===== config.mk =====
export PLATFORM = sky130hd
export DESIGN_NAME = rcg_ctrl_div_upd_flat
export DESIGN_NICKNAME = d
export VERILOG_FILES = /design/src/rtl/rcg_ctrl_pkg.sv /design/src/rtl/rcg_ctrl_div_upd_if.sv /design/src/rtl/rcg_ctrl_tmo_cntr.sv /design/src/rtl/rcg_ctrl_div_upd.sv /design/src/flat_wrapper.sv
export SDC_FILE = /design/constraint.sdc
export NUM_CORES = 1
export LEC_CHECK = 0
export ABC_AREA = 1
export BUFFER_PORTS_ARGS = -buffer_cell sky130_fd_sc_hd__buf_2
export CAP_MARGIN = 20
export CELL_PAD_IN_SITES_DETAIL_PLACEMENT = 0
export CELL_PAD_IN_SITES_GLOBAL_PLACEMENT = 2
export CORE_AREA = 5 5 161 163
export DETAILED_ROUTE_END_ITERATION = 6
export DIE_AREA = 0 0 166 168
export PLACE_DENSITY = 0.75
export SETUP_SLACK_MARGIN = 0.2
export SLEW_MARGIN = 15
export SYNTH_ARGS = -nofsm -noshare
export SYNTH_HDL_FRONTEND = slang
export SYNTH_SLANG_ARGS = --single-unit

===== constraint.sdc =====
create_clock -name clk_in -period 6.6 [get_ports clk_in]
set_input_delay 1.65 -clock clk_in [delete_from_list [all_inputs] [get_ports clk_in]]
set_output_delay 1.65 -clock clk_in [all_outputs]
set_load 0.005 [all_outputs]

===== src/rtl/rcg_ctrl_pkg.sv =====
// Shared types and constants for the divider-ratio update controller.
// Holds the FSM state encoding and the fixed settle length.
package rcg_ctrl_pkg;

  typedef enum logic [2:0] {
    ST_IDLE,
    ST_WAIT_ALN,
    ST_LOAD,
    ST_SETTLE,
    ST_CHECK,
    ST_ALN_RST
  } rcg_upd_state_t;

  localparam int SETTLE_CYC    = 2;
  localparam int RST_RATIO_DEF = 1;

endpackage


===== src/rtl/rcg_ctrl_div_upd_if.sv =====
// Configuration/status and divider-bank signals of the ratio update controller.
// slave = the controller, master = register file plus divider bank.
interface rcg_ctrl_div_upd_if #(
  parameter int DIV_WIDTH = 16,
  parameter int NUM_DIV   = 4,
  parameter int TMO_WIDTH = 20
);
  logic [NUM_DIV*DIV_WIDTH-1:0] cfg_ratio;
  logic                         cfg_upd_req;
  logic                         cfg_aln_req;
  logic [TMO_WIDTH-1:0]         cfg_tmo;
  logic [NUM_DIV-1:0]           div_clk_align;
  logic [NUM_DIV*DIV_WIDTH-1:0] div_ratio;
  logic                         divider_go_pls;
  logic                         div_aln_rst_n;
  logic                         upd_busy;
  logic                         upd_done;
  logic                         upd_drop;
  logic                         aln_err;

  modport slave (
    input  cfg_ratio, cfg_upd_req, cfg_aln_req, cfg_tmo, div_clk_align,
    output div_ratio, divider_go_pls, div_aln_rst_n,
           upd_busy, upd_done, upd_drop, aln_err
  );

  modport master (
    output cfg_ratio, cfg_upd_req, cfg_aln_req, cfg_tmo, div_clk_align,
    input  div_ratio, divider_go_pls, div_aln_rst_n,
           upd_busy, upd_done, upd_drop, aln_err
  );
endinterface


===== src/rtl/rcg_ctrl_tmo_cntr.sv =====
// Saturating per-state cycle counter with a programmable expiry compare.
// A zero limit disables expiry; the count itself never wraps.
module rcg_ctrl_tmo_cntr #(
  parameter int TMO_WIDTH = 20
) (
  input  logic                 clk_in,
  input  logic                 grst,
  input  logic                 clr_i,
  input  logic                 en_i,
  input  logic [TMO_WIDTH-1:0] tmo_i,
  output logic [TMO_WIDTH-1:0] cnt_o,
  output logic                 expired_o
);

  logic [TMO_WIDTH-1:0] cnt_q;

  // NOTE: sequential state is written with non-blocking assignments only,
  // so every flop samples the pre-edge value of its neighbours.
  always_ff @(posedge clk_in or posedge grst) begin
    if (grst) begin
      cnt_q <= '0;
    end else if (clr_i) begin
      cnt_q <= '0;
    end else if (en_i && (cnt_q != '1)) begin
      cnt_q <= cnt_q + 1'b1;
    end
  end

  assign cnt_o     = cnt_q;
  assign expired_o = (tmo_i != '0) && (cnt_q >= tmo_i);

endmodule


===== src/rtl/rcg_ctrl_div_upd.sv =====
// Ratio update controller for a bank of clock dividers: waits for common
// alignment, loads new ratios with one restart pulse, then confirms realignment.
module rcg_ctrl_div_upd
  import rcg_ctrl_pkg::*;
#(
  parameter int DIV_WIDTH = 16,
  parameter int NUM_DIV   = 4,
  parameter int RST_RATIO = RST_RATIO_DEF,
  parameter int TMO_WIDTH = 20,
  parameter int ALN_CYC   = 4
) (
  input  logic               clk_in,
  input  logic               grst,
  rcg_ctrl_div_upd_if.slave  bus
);

  localparam int RW = NUM_DIV * DIV_WIDTH;
  localparam logic [RW-1:0] RST_VEC = {NUM_DIV{DIV_WIDTH'(RST_RATIO)}};

  rcg_upd_state_t state_q, state_d;
  logic [RW-1:0]  shadow_q, shadow_d;
  logic [RW-1:0]  ratio_q, ratio_d;
  logic           go_q, go_d;
  logic           aln_rst_n_q, aln_rst_n_d;
  logic           busy_q;
  logic           done_q, done_d;
  logic           drop_q, drop_d;
  logic           err_q, err_d;

  logic                 all_aln;
  logic                 tmo_clr;
  logic                 tmo_en;
  logic                 tmo_expired;
  logic [TMO_WIDTH-1:0] tmo_cnt;

  assign all_aln = &bus.div_clk_align;
  // One counter serves every timed state: it restarts on each state change.
  assign tmo_clr = (state_d != state_q);
  assign tmo_en  = (state_q != ST_IDLE);

  rcg_ctrl_tmo_cntr #(.TMO_WIDTH(TMO_WIDTH)) u_tmo (
    .clk_in    (clk_in),
    .grst      (grst),
    .clr_i     (tmo_clr),
    .en_i      (tmo_en),
    .tmo_i     (bus.cfg_tmo),
    .cnt_o     (tmo_cnt),
    .expired_o (tmo_expired)
  );

  always_comb begin
    // NOTE: every signal gets a default first so no latch can be inferred.
    state_d     = state_q;
    shadow_d    = shadow_q;
    ratio_d     = ratio_q;
    go_d        = 1'b0;
    aln_rst_n_d = 1'b1;
    done_d      = 1'b0;
    drop_d      = 1'b0;
    err_d       = err_q;

    case (state_q)
      ST_IDLE: begin
        if (bus.cfg_aln_req) begin
          state_d     = ST_ALN_RST;
          err_d       = 1'b0;
          aln_rst_n_d = 1'b0;
          drop_d      = bus.cfg_upd_req;
        end else if (bus.cfg_upd_req) begin
          state_d  = ST_WAIT_ALN;
          shadow_d = bus.cfg_ratio;
          err_d    = 1'b0;
        end
      end
      ST_WAIT_ALN: begin
        if (all_aln) begin
          state_d = ST_LOAD;
        end else if (tmo_expired) begin
          state_d = ST_LOAD;
          err_d   = 1'b1;
        end
      end
      ST_LOAD: begin
        ratio_d = shadow_q;
        go_d    = 1'b1;
        state_d = ST_SETTLE;
      end
      ST_SETTLE: begin
        if (tmo_cnt == TMO_WIDTH'(SETTLE_CYC - 1)) state_d = ST_CHECK;
      end
      ST_CHECK: begin
        if (all_aln) begin
          state_d = ST_IDLE;
          done_d  = 1'b1;
        end else if (tmo_expired) begin
          state_d = ST_IDLE;
          done_d  = 1'b1;
          err_d   = 1'b1;
        end
      end
      ST_ALN_RST: begin
        aln_rst_n_d = 1'b0;
        if (tmo_cnt == TMO_WIDTH'(ALN_CYC - 1)) begin
          aln_rst_n_d = 1'b1;
          done_d      = 1'b1;
          state_d     = ST_IDLE;
        end
      end
      default: state_d = ST_IDLE;
    endcase

    if ((state_q != ST_IDLE) && (bus.cfg_upd_req || bus.cfg_aln_req)) drop_d = 1'b1;
  end

  always_ff @(posedge clk_in or posedge grst) begin
    if (grst) begin
      state_q     <= ST_IDLE;
      // NOTE: the shadow bank is small and its reset value is observable
      // after an aborted update, so it is reset along with the control flops.
      shadow_q    <= '0;
      ratio_q     <= RST_VEC;
      go_q        <= 1'b0;
      aln_rst_n_q <= 1'b1;
      busy_q      <= 1'b0;
      done_q      <= 1'b0;
      drop_q      <= 1'b0;
      err_q       <= 1'b0;
    end else begin
      state_q     <= state_d;
      shadow_q    <= shadow_d;
      ratio_q     <= ratio_d;
      go_q        <= go_d;
      aln_rst_n_q <= aln_rst_n_d;
      busy_q      <= (state_d != ST_IDLE);
      done_q      <= done_d;
      drop_q      <= drop_d;
      err_q       <= err_d;
    end
  end

  assign bus.div_ratio      = ratio_q;
  assign bus.divider_go_pls = go_q;
  assign bus.div_aln_rst_n  = aln_rst_n_q;
  assign bus.upd_busy       = busy_q;
  assign bus.upd_done       = done_q;
  assign bus.upd_drop       = drop_q;
  assign bus.aln_err        = err_q;

endmodule


===== src/flat_wrapper.sv =====
// flat-port wrapper written by rule: the top's interface ports become plain ports
module rcg_ctrl_div_upd_flat import rcg_ctrl_pkg::*;
#(
  parameter int DIV_WIDTH = 16,
  parameter int NUM_DIV   = 4,
  parameter int RST_RATIO = RST_RATIO_DEF,
  parameter int TMO_WIDTH = 20,
  parameter int ALN_CYC   = 4
)
  (clk_in, grst, bus_cfg_ratio, bus_cfg_upd_req, bus_cfg_aln_req, bus_cfg_tmo, bus_div_clk_align, bus_div_ratio, bus_divider_go_pls, bus_div_aln_rst_n, bus_upd_busy, bus_upd_done, bus_upd_drop, bus_aln_err);
  rcg_ctrl_div_upd_if #(.DIV_WIDTH(DIV_WIDTH), .NUM_DIV(NUM_DIV), .TMO_WIDTH(TMO_WIDTH)) bus_i ();
  input  logic clk_in;
  input  logic grst;
  input wire logic [$bits(bus_i.cfg_ratio)-1:0] bus_cfg_ratio;
  input wire logic [$bits(bus_i.cfg_upd_req)-1:0] bus_cfg_upd_req;
  input wire logic [$bits(bus_i.cfg_aln_req)-1:0] bus_cfg_aln_req;
  input wire logic [$bits(bus_i.cfg_tmo)-1:0] bus_cfg_tmo;
  input wire logic [$bits(bus_i.div_clk_align)-1:0] bus_div_clk_align;
  output wire logic [$bits(bus_i.div_ratio)-1:0] bus_div_ratio;
  output wire logic [$bits(bus_i.divider_go_pls)-1:0] bus_divider_go_pls;
  output wire logic [$bits(bus_i.div_aln_rst_n)-1:0] bus_div_aln_rst_n;
  output wire logic [$bits(bus_i.upd_busy)-1:0] bus_upd_busy;
  output wire logic [$bits(bus_i.upd_done)-1:0] bus_upd_done;
  output wire logic [$bits(bus_i.upd_drop)-1:0] bus_upd_drop;
  output wire logic [$bits(bus_i.aln_err)-1:0] bus_aln_err;
  assign bus_i.cfg_ratio = bus_cfg_ratio;
  assign bus_i.cfg_upd_req = bus_cfg_upd_req;
  assign bus_i.cfg_aln_req = bus_cfg_aln_req;
  assign bus_i.cfg_tmo = bus_cfg_tmo;
  assign bus_i.div_clk_align = bus_div_clk_align;
  assign bus_div_ratio = bus_i.div_ratio;
  assign bus_divider_go_pls = bus_i.divider_go_pls;
  assign bus_div_aln_rst_n = bus_i.div_aln_rst_n;
  assign bus_upd_busy = bus_i.upd_busy;
  assign bus_upd_done = bus_i.upd_done;
  assign bus_upd_drop = bus_i.upd_drop;
  assign bus_aln_err = bus_i.aln_err;
  rcg_ctrl_div_upd #(.DIV_WIDTH(DIV_WIDTH), .NUM_DIV(NUM_DIV), .RST_RATIO(RST_RATIO), .TMO_WIDTH(TMO_WIDTH), .ALN_CYC(ALN_CYC)) u_core (.clk_in(clk_in), .grst(grst), .bus(bus_i));
endmodule

==> out/metrics.yaml, run 1 <==
layout_commonest_cell: "nand2_1"
clk_latency_ns: 0.42
crit_path_end_kind: "flip-flop"
r2r_slack_ns: 4.02
synth.distinct_cells: 35
path_max_fanout: 20
globalRoute.totalOverflow: 0
outcome: "completed"
drcViolationCount: 0
maxSlewViolCount: 0
worstPathRequired_ns: 6.93
endpoint: "u_core.u_tmo.cnt_o[3]"
r2r_cells: 13
seq_area_um2: 3940
cts-resized-gates: 0
antenna_found_initial: 0
worstPathArrival_ns: 3.79
dr.pass1.iters: 5
postRouteAntennaNets: 0
hold_path_class: "reg2reg"
die_area_um2: 27900
cap_viol_max_count: 0
leakage_nw: 4.68
clk_pin_slew_ns: 0.07
drive_gt1_frac: 0.335
skew_ns: 0.0147
cts_sinks: 157
period_share: 0.524
power_per_cell_area_nw_per_um2: 392
ys_seq_area_frac: 0.552
post_cts_buffers: 0
grt_usage: 0.130
peakVddDrop_mv: 0.183
grt_max_degree: 91
syn_nets: 849
final_nets: 1011
multi_input_area_um2: 2820
r2r_start: "u_core.u_tmo.cnt_o[5]"
htreeDepth: 4
core_area_um2: 24200
core.rowCount: 57
cts_made_buffers: 17
wl_per_cell_um: 14.4
synth.area.top_cells: "dfrtp_1, nand2_1, mux2_2, ha_1, inv_1"
synth_top_area_cell: "dfrtp_1"
finalSetupTns_ns: 0
wirelength_um: 17700
hpwl_um: 12600
hold_buffers: 0
drtIter0Drc: 301
num_io_pins: 162
ys_ff_latch: 157
layout_common_cells: "nand2_1, buf_2, dfrtp_1, inv_1, nor2_1"
routabilityCongestion: 0.760
synth_area_um2: 7130
port_buffers: 161
num-fill-cells: 2491
final_util: 0.367
clockBufferDepth: 2
synth_area_per_cell_um2: 9.70
max_slew_margin: 0.361
netlist_instances: 735
post-route-min-period_ns: 3.46
worstSetupPathType: "in2reg"
hold_violations: 0
initial_utilization: 0.295
vias: 5198
startpoint_type: "input pin"
yosys_warnings: 0
cts_tree: "done"
area_growth_syn_to_layout_pct: 24.5
tightest_slew_ns: 0.959
die-width_um: 166
viasPerCell: 4.21
antenna_cells: 0
rsz0062_at_grt: "no"
grt_pass1_vias: 5263
cp-startpoint: "bus_cfg_tmo[7]"
r2r-end: "u_core.u_tmo.cnt_o[3]"
setup_violations: 0
root_buffer: "clkbuf_16"
synth_top_cell_area_share: 0.533
fmax_mhz: 289
fp.dieH_um: 168
grt_pass1_wl_um: 29100
==> report_power, final <==
group	switching, W	leakage, nW	total, W	internal, W
registers	0.000191	1.99	0.00155	0.00136
clock network	0.000451	0.289	0.000993	0.000541
logic	0.000518	2.40	0.000937	0.000419
==> cell families (layout without fill, tap and decap cells) <==
group           count (synthesis)  count (layout)  synth area share
xor+xnor                       17              17            0.0209
buf+inv                        96             271            0.0556
fa+ha+maj                      22              22            0.0386
compound gates                 36              36            0.0275
flops                         157             157             0.552
mux                            55              55            0.0868
simple gates                  352             352             0.219
==> metrics by stage <==
stage | hold slack (ns) | cells | instance area (um^2) | setup WS, ns | total power [W]
detailed placement | 0.450 | 1202 | 8280 | 2.69 | 0.00254
floorplan | 0.443 | 735 | 7130 | 0.723 | 0.00217
CTS | 0.461 | 1234 | 8880 | 3.13 | 0.00355
global route | 0.482 | 1234 | 8880 | 2.90 | 0.00375
finish | 0.460 | 1234 | 8880 | 3.14 | 0.00348
global placement | 0.448 | 1202 | 8280 | 2.77 | 0.00251
==> critical path, cell delays in order <==
cell and delay (ns):
buf_2 0.07, inv_1 0.04, ha_1 0.28, nand2_1 0.07, nor2_1 0.24, nand2_1 0.10, nor2_1 0.10, nand2_1 0.07
nand4_2 0.11, nand2_2 0.09, nand3_2 0.10, nand2_2 0.08, nand2_2 0.06, nand3_2 0.48, nor2_2 0.25
==> worst min-delay path by stage <==
stage,startpoint,end,slack [ns],depth (start not counted)
after detailed placement,u_core.bus.div_ratio[0],u_core.bus.div_ratio[0],0.45,2
after global placement,u_core.bus.div_ratio[57],u_core.bus.div_ratio[57],0.45,2
after CTS,u_core.bus.div_ratio[0],u_core.bus.div_ratio[0],0.46,2
after global routing,u_core.bus.div_ratio[0],u_core.bus.div_ratio[0],0.48,2
final,u_core.shadow_q[30],u_core.bus.div_ratio[30],0.46,2
after floorplan,u_core.shadow_q[10],u_core.bus.div_ratio[10],0.44,2
==> flip-flops by register name (all words and copies together) (netlist names) <==
register                   count
u_core.u_tmo.cnt_o            20
u_core.bus.divider_go_pls      1
u_core.bus.upd_busy            1
u_core.bus.div_ratio          64
u_core.shadow_q               64
u_core.bus.div_aln_rst_n       1
u_core.state_q                 3
u_core.bus.upd_drop            1
u_core.bus.upd_done            1
u_core.bus.aln_err             1
==> area by class of cell <==
type / count / share of cell area
Multi-Input combinational cell: 482 / 0.317
Tap cell: 324 / 0.0457
Inverter: 73 / 0.0314
Sequential cell: 157 / 0.443
Clock inverter: 15 / 0.0199
Timing Repair Buffer: 166 / 0.0950
Clock buffer: 17 / 0.0479
==> per-layer routing <==
layer,up-vias,wire length (um),share of wire,track usage
met5,-,0,0,0
met4,0,120,0.0068,0.0237
met3,7,709,0.040,0.0340
met2,93,8580,0.48,0.215
met1,2449,8310,0.47,0.176
li1,2649,-,-,-
==> Yosys cell counts, drive strengths merged <==
cell type,n
nand2,239
dfrtp,152
inv,73
nor2,73
mux2,55
ha,22
nand3,19
a21oi,18
buf,14
o21ai,13
xor2,13
clkbuf,9
nand4,9
nor3,6
dfstp,5
nor4,5
xnor2,4
o21bai,2
a21o,1
and3,1
o211ai,1
o31ai,1
(Power assumes the default switching activity.)
==> run 2: changes to the inputs <==
--- a/config.mk
+++ b/config.mk
@@ -13,7 +13,7 @@
 export CORE_AREA = 5 5 161 163
 export DETAILED_ROUTE_END_ITERATION = 6
 export DIE_AREA = 0 0 166 168
-export PLACE_DENSITY = 0.75
+export PLACE_DENSITY = 0.78
 export SETUP_SLACK_MARGIN = 0.2
 export SLEW_MARGIN = 15
 export SYNTH_ARGS = -nofsm -noshare
==> constraint.sdc (replaced) <==
create_clock -name clk_in -period 3.17 [get_ports clk_in]
set_input_delay 0.7925 -clock clk_in [delete_from_list [all_inputs] [get_ports clk_in]]
set_output_delay 0.7925 -clock clk_in [all_outputs]
set_load 0.005 [all_outputs]
==> out/metrics.yaml, run 2 (synthesis gave the netlist of run 1 again) <==
outcome: "completed"
tightest_slew_ns: 0.802
power_frac_comb: 0.269
final_nets: 1013
grt_pass1_vias: 5225
cap_viol_max_count: 0
worstPathRequired_ns: 3.48
core.rowCount: 57
crit_buf_inv: 1
p_seq_frac: 0.430
globalRoute.totalOverflow: 0
cts-resized-gates: 0
wirelength_um: 17500
dr.pass1.iters: 4
layout_common_cells: "nand2_1, buf_2, dfrtp_1, inv_1, nor2_1"
p_int_w: 0.00512
r2r-end: "u_core.u_tmo.cnt_o[17]"
r2r_start: "u_core.u_tmo.cnt_o[0]"
area_growth_syn_to_layout_pct: 26.1
skew_ns: 0.0113
cts_made_buffers: 17
power_per_cell_area_nw_per_um2: 838
hold_violations: 0
grt_usage: 0.129
peakVddDrop_mv: 0.381
rsz0062_at_grt: "no"
seq_area_um2: 3940
r2r_cells: 11
hpwl_um: 12400
clockBufferDepth: 2
root_buffer: "clkbuf_16"
num_io_pins: 162
max_slew_margin: 0.465
final_util: 0.372
hold_buffers: 0
p_clk_frac: 0.302
sw_frac_of_total: 0.320
initial_utilization: 0.295
r2r_slack_ns: 0.90
port_buffers: 161
path_max_fanout: 12
hold_path_class: "in2async"
clk_pin_slew_ns: 0.07
clk_latency_ns: 0.41
worstPathArrival_ns: 2.58
antenna_cells: 0
grt_pass1_wl_um: 28900
grt_max_degree: 89
drcViolationCount: 0
wl_per_cell_um: 14.2
layout_commonest_cell: "nand2_1"
whs_ns: 0.315
period_share: 0.716
multi_input_area_um2: 2820
antenna_found_initial: 0
power_w: 0.00754
netSwitchingPower_w: 0.00241
slowest_delay_ns: 0.45
setup_violations: 0
die_area_um2: 27900
drtIter0Drc: 264
postRouteAntennaNets: 0
worstSetupPathType: "reg2reg"
post-route-min-period_ns: 2.27
drive_gt1_frac: 0.337
cpLargestDelayFamily: "simple AND/OR/NAND/NOR gates"
htreeDepth: 4
fp.dieH_um: 168
fmax_mhz: 440
die-width_um: 166
vias: 5222
cts_tree: "done"
routabilityCongestion: 0.754
maxSlewViolCount: 0
cp_slowest_cell: "dfrtp_1"
viasPerCell: 4.22
crit_top_cell: "nand2_2"
startpoint_type: "flip-flop"
post_cts_buffers: 0
finalSetupTns_ns: 0
leakage_nw: 4.73
cp_cell_sequence: "ha_1 > nand3_2 > nor3_1 > nand4_1 > nand2_2 > inv_2 > nand2_2 > nor2_1 > nand3_1 > xor2_1 > nor2_2"
core_area_um2: 24200
cts_sinks: 157
crit_path_end_kind: "flip-flop"
num-fill-cells: 2469
-- run 2: changes by cell type in the layout (fill, tap and decap cells not counted) --
cell       before  now
buf_12          0    4
buf_4           5    3
bufinv_16       1    4
clkinv_4        1    0
clkinv_8        3    1
inv_6           5    6
inv_8           3    2
-- run 2: power by group through the flow --
| stage | sequential [W] | combinational (W) | clock (W) |
|---|---|---|---|
| 2_1_floorplan | 0.00324 | 0.00127 | 0 |
| 3_3_place_gp | 0.00325 | 0.00205 | 0 |
| 3_5_place_dp | 0.00327 | 0.00209 | 0 |
| 4_1_cts | 0.00324 | 0.00209 | 0.00235 |
| 5_1_grt | 0.00336 | 0.00231 | 0.00243 |
| 6_report | 0.00324 | 0.00202 | 0.00227 |
-- run 2: area by class of cell --
class	instances	area share
Clock buffer	17	0.0473
Clock inverter	15	0.0249
Inverter	73	0.0309
Multi-Input combinational cell	482	0.313
Sequential cell	157	0.438
Tap cell	324	0.0451
Timing Repair Buffer	168	0.101
-- run 2: through the flow --
stage | cells | worst slack, ns | instance area (um^2)
finish | 1236 | 0.899 | 8990
global route | 1236 | 0.656 | 8990
CTS | 1236 | 0.904 | 8990
detailed placement | 1204 | 0.554 | 8340
global placement | 1204 | 0.606 | 8340
floorplan | 735 | 0.395 | 7140
-- run 2: metal layers --
| metal | routed length, um | up-vias | GRT usage |
|---|---|---|---|
| li1 | - | 2655 | - |
| met1 | 8110 | 2463 | 0.173 |
| met2 | 8520 | 92 | 0.210 |
| met3 | 698 | 12 | 0.0321 |
| met4 | 195 | 0 | 0.0341 |
| met5 | 0 | - | 0 |
-- run 2: worst max-delay path by stage --
stage / startpoint / endpoint / slack [ns] / cells after the start
2_1_floorplan: grst / u_core.bus.aln_err / 0.39 / 1
3_3_place_gp: bus_cfg_tmo[7] / u_core.u_tmo.cnt_o[3] / 0.61 / 15
3_5_place_dp: bus_cfg_tmo[7] / u_core.u_tmo.cnt_o[6] / 0.55 / 15
4_1_cts: u_core.u_tmo.cnt_o[0] / u_core.u_tmo.cnt_o[17] / 0.90 / 11
5_1_grt: u_core.u_tmo.cnt_o[0] / u_core.u_tmo.cnt_o[17] / 0.66 / 11
6_report: u_core.u_tmo.cnt_o[0] / u_core.u_tmo.cnt_o[17] / 0.90 / 11
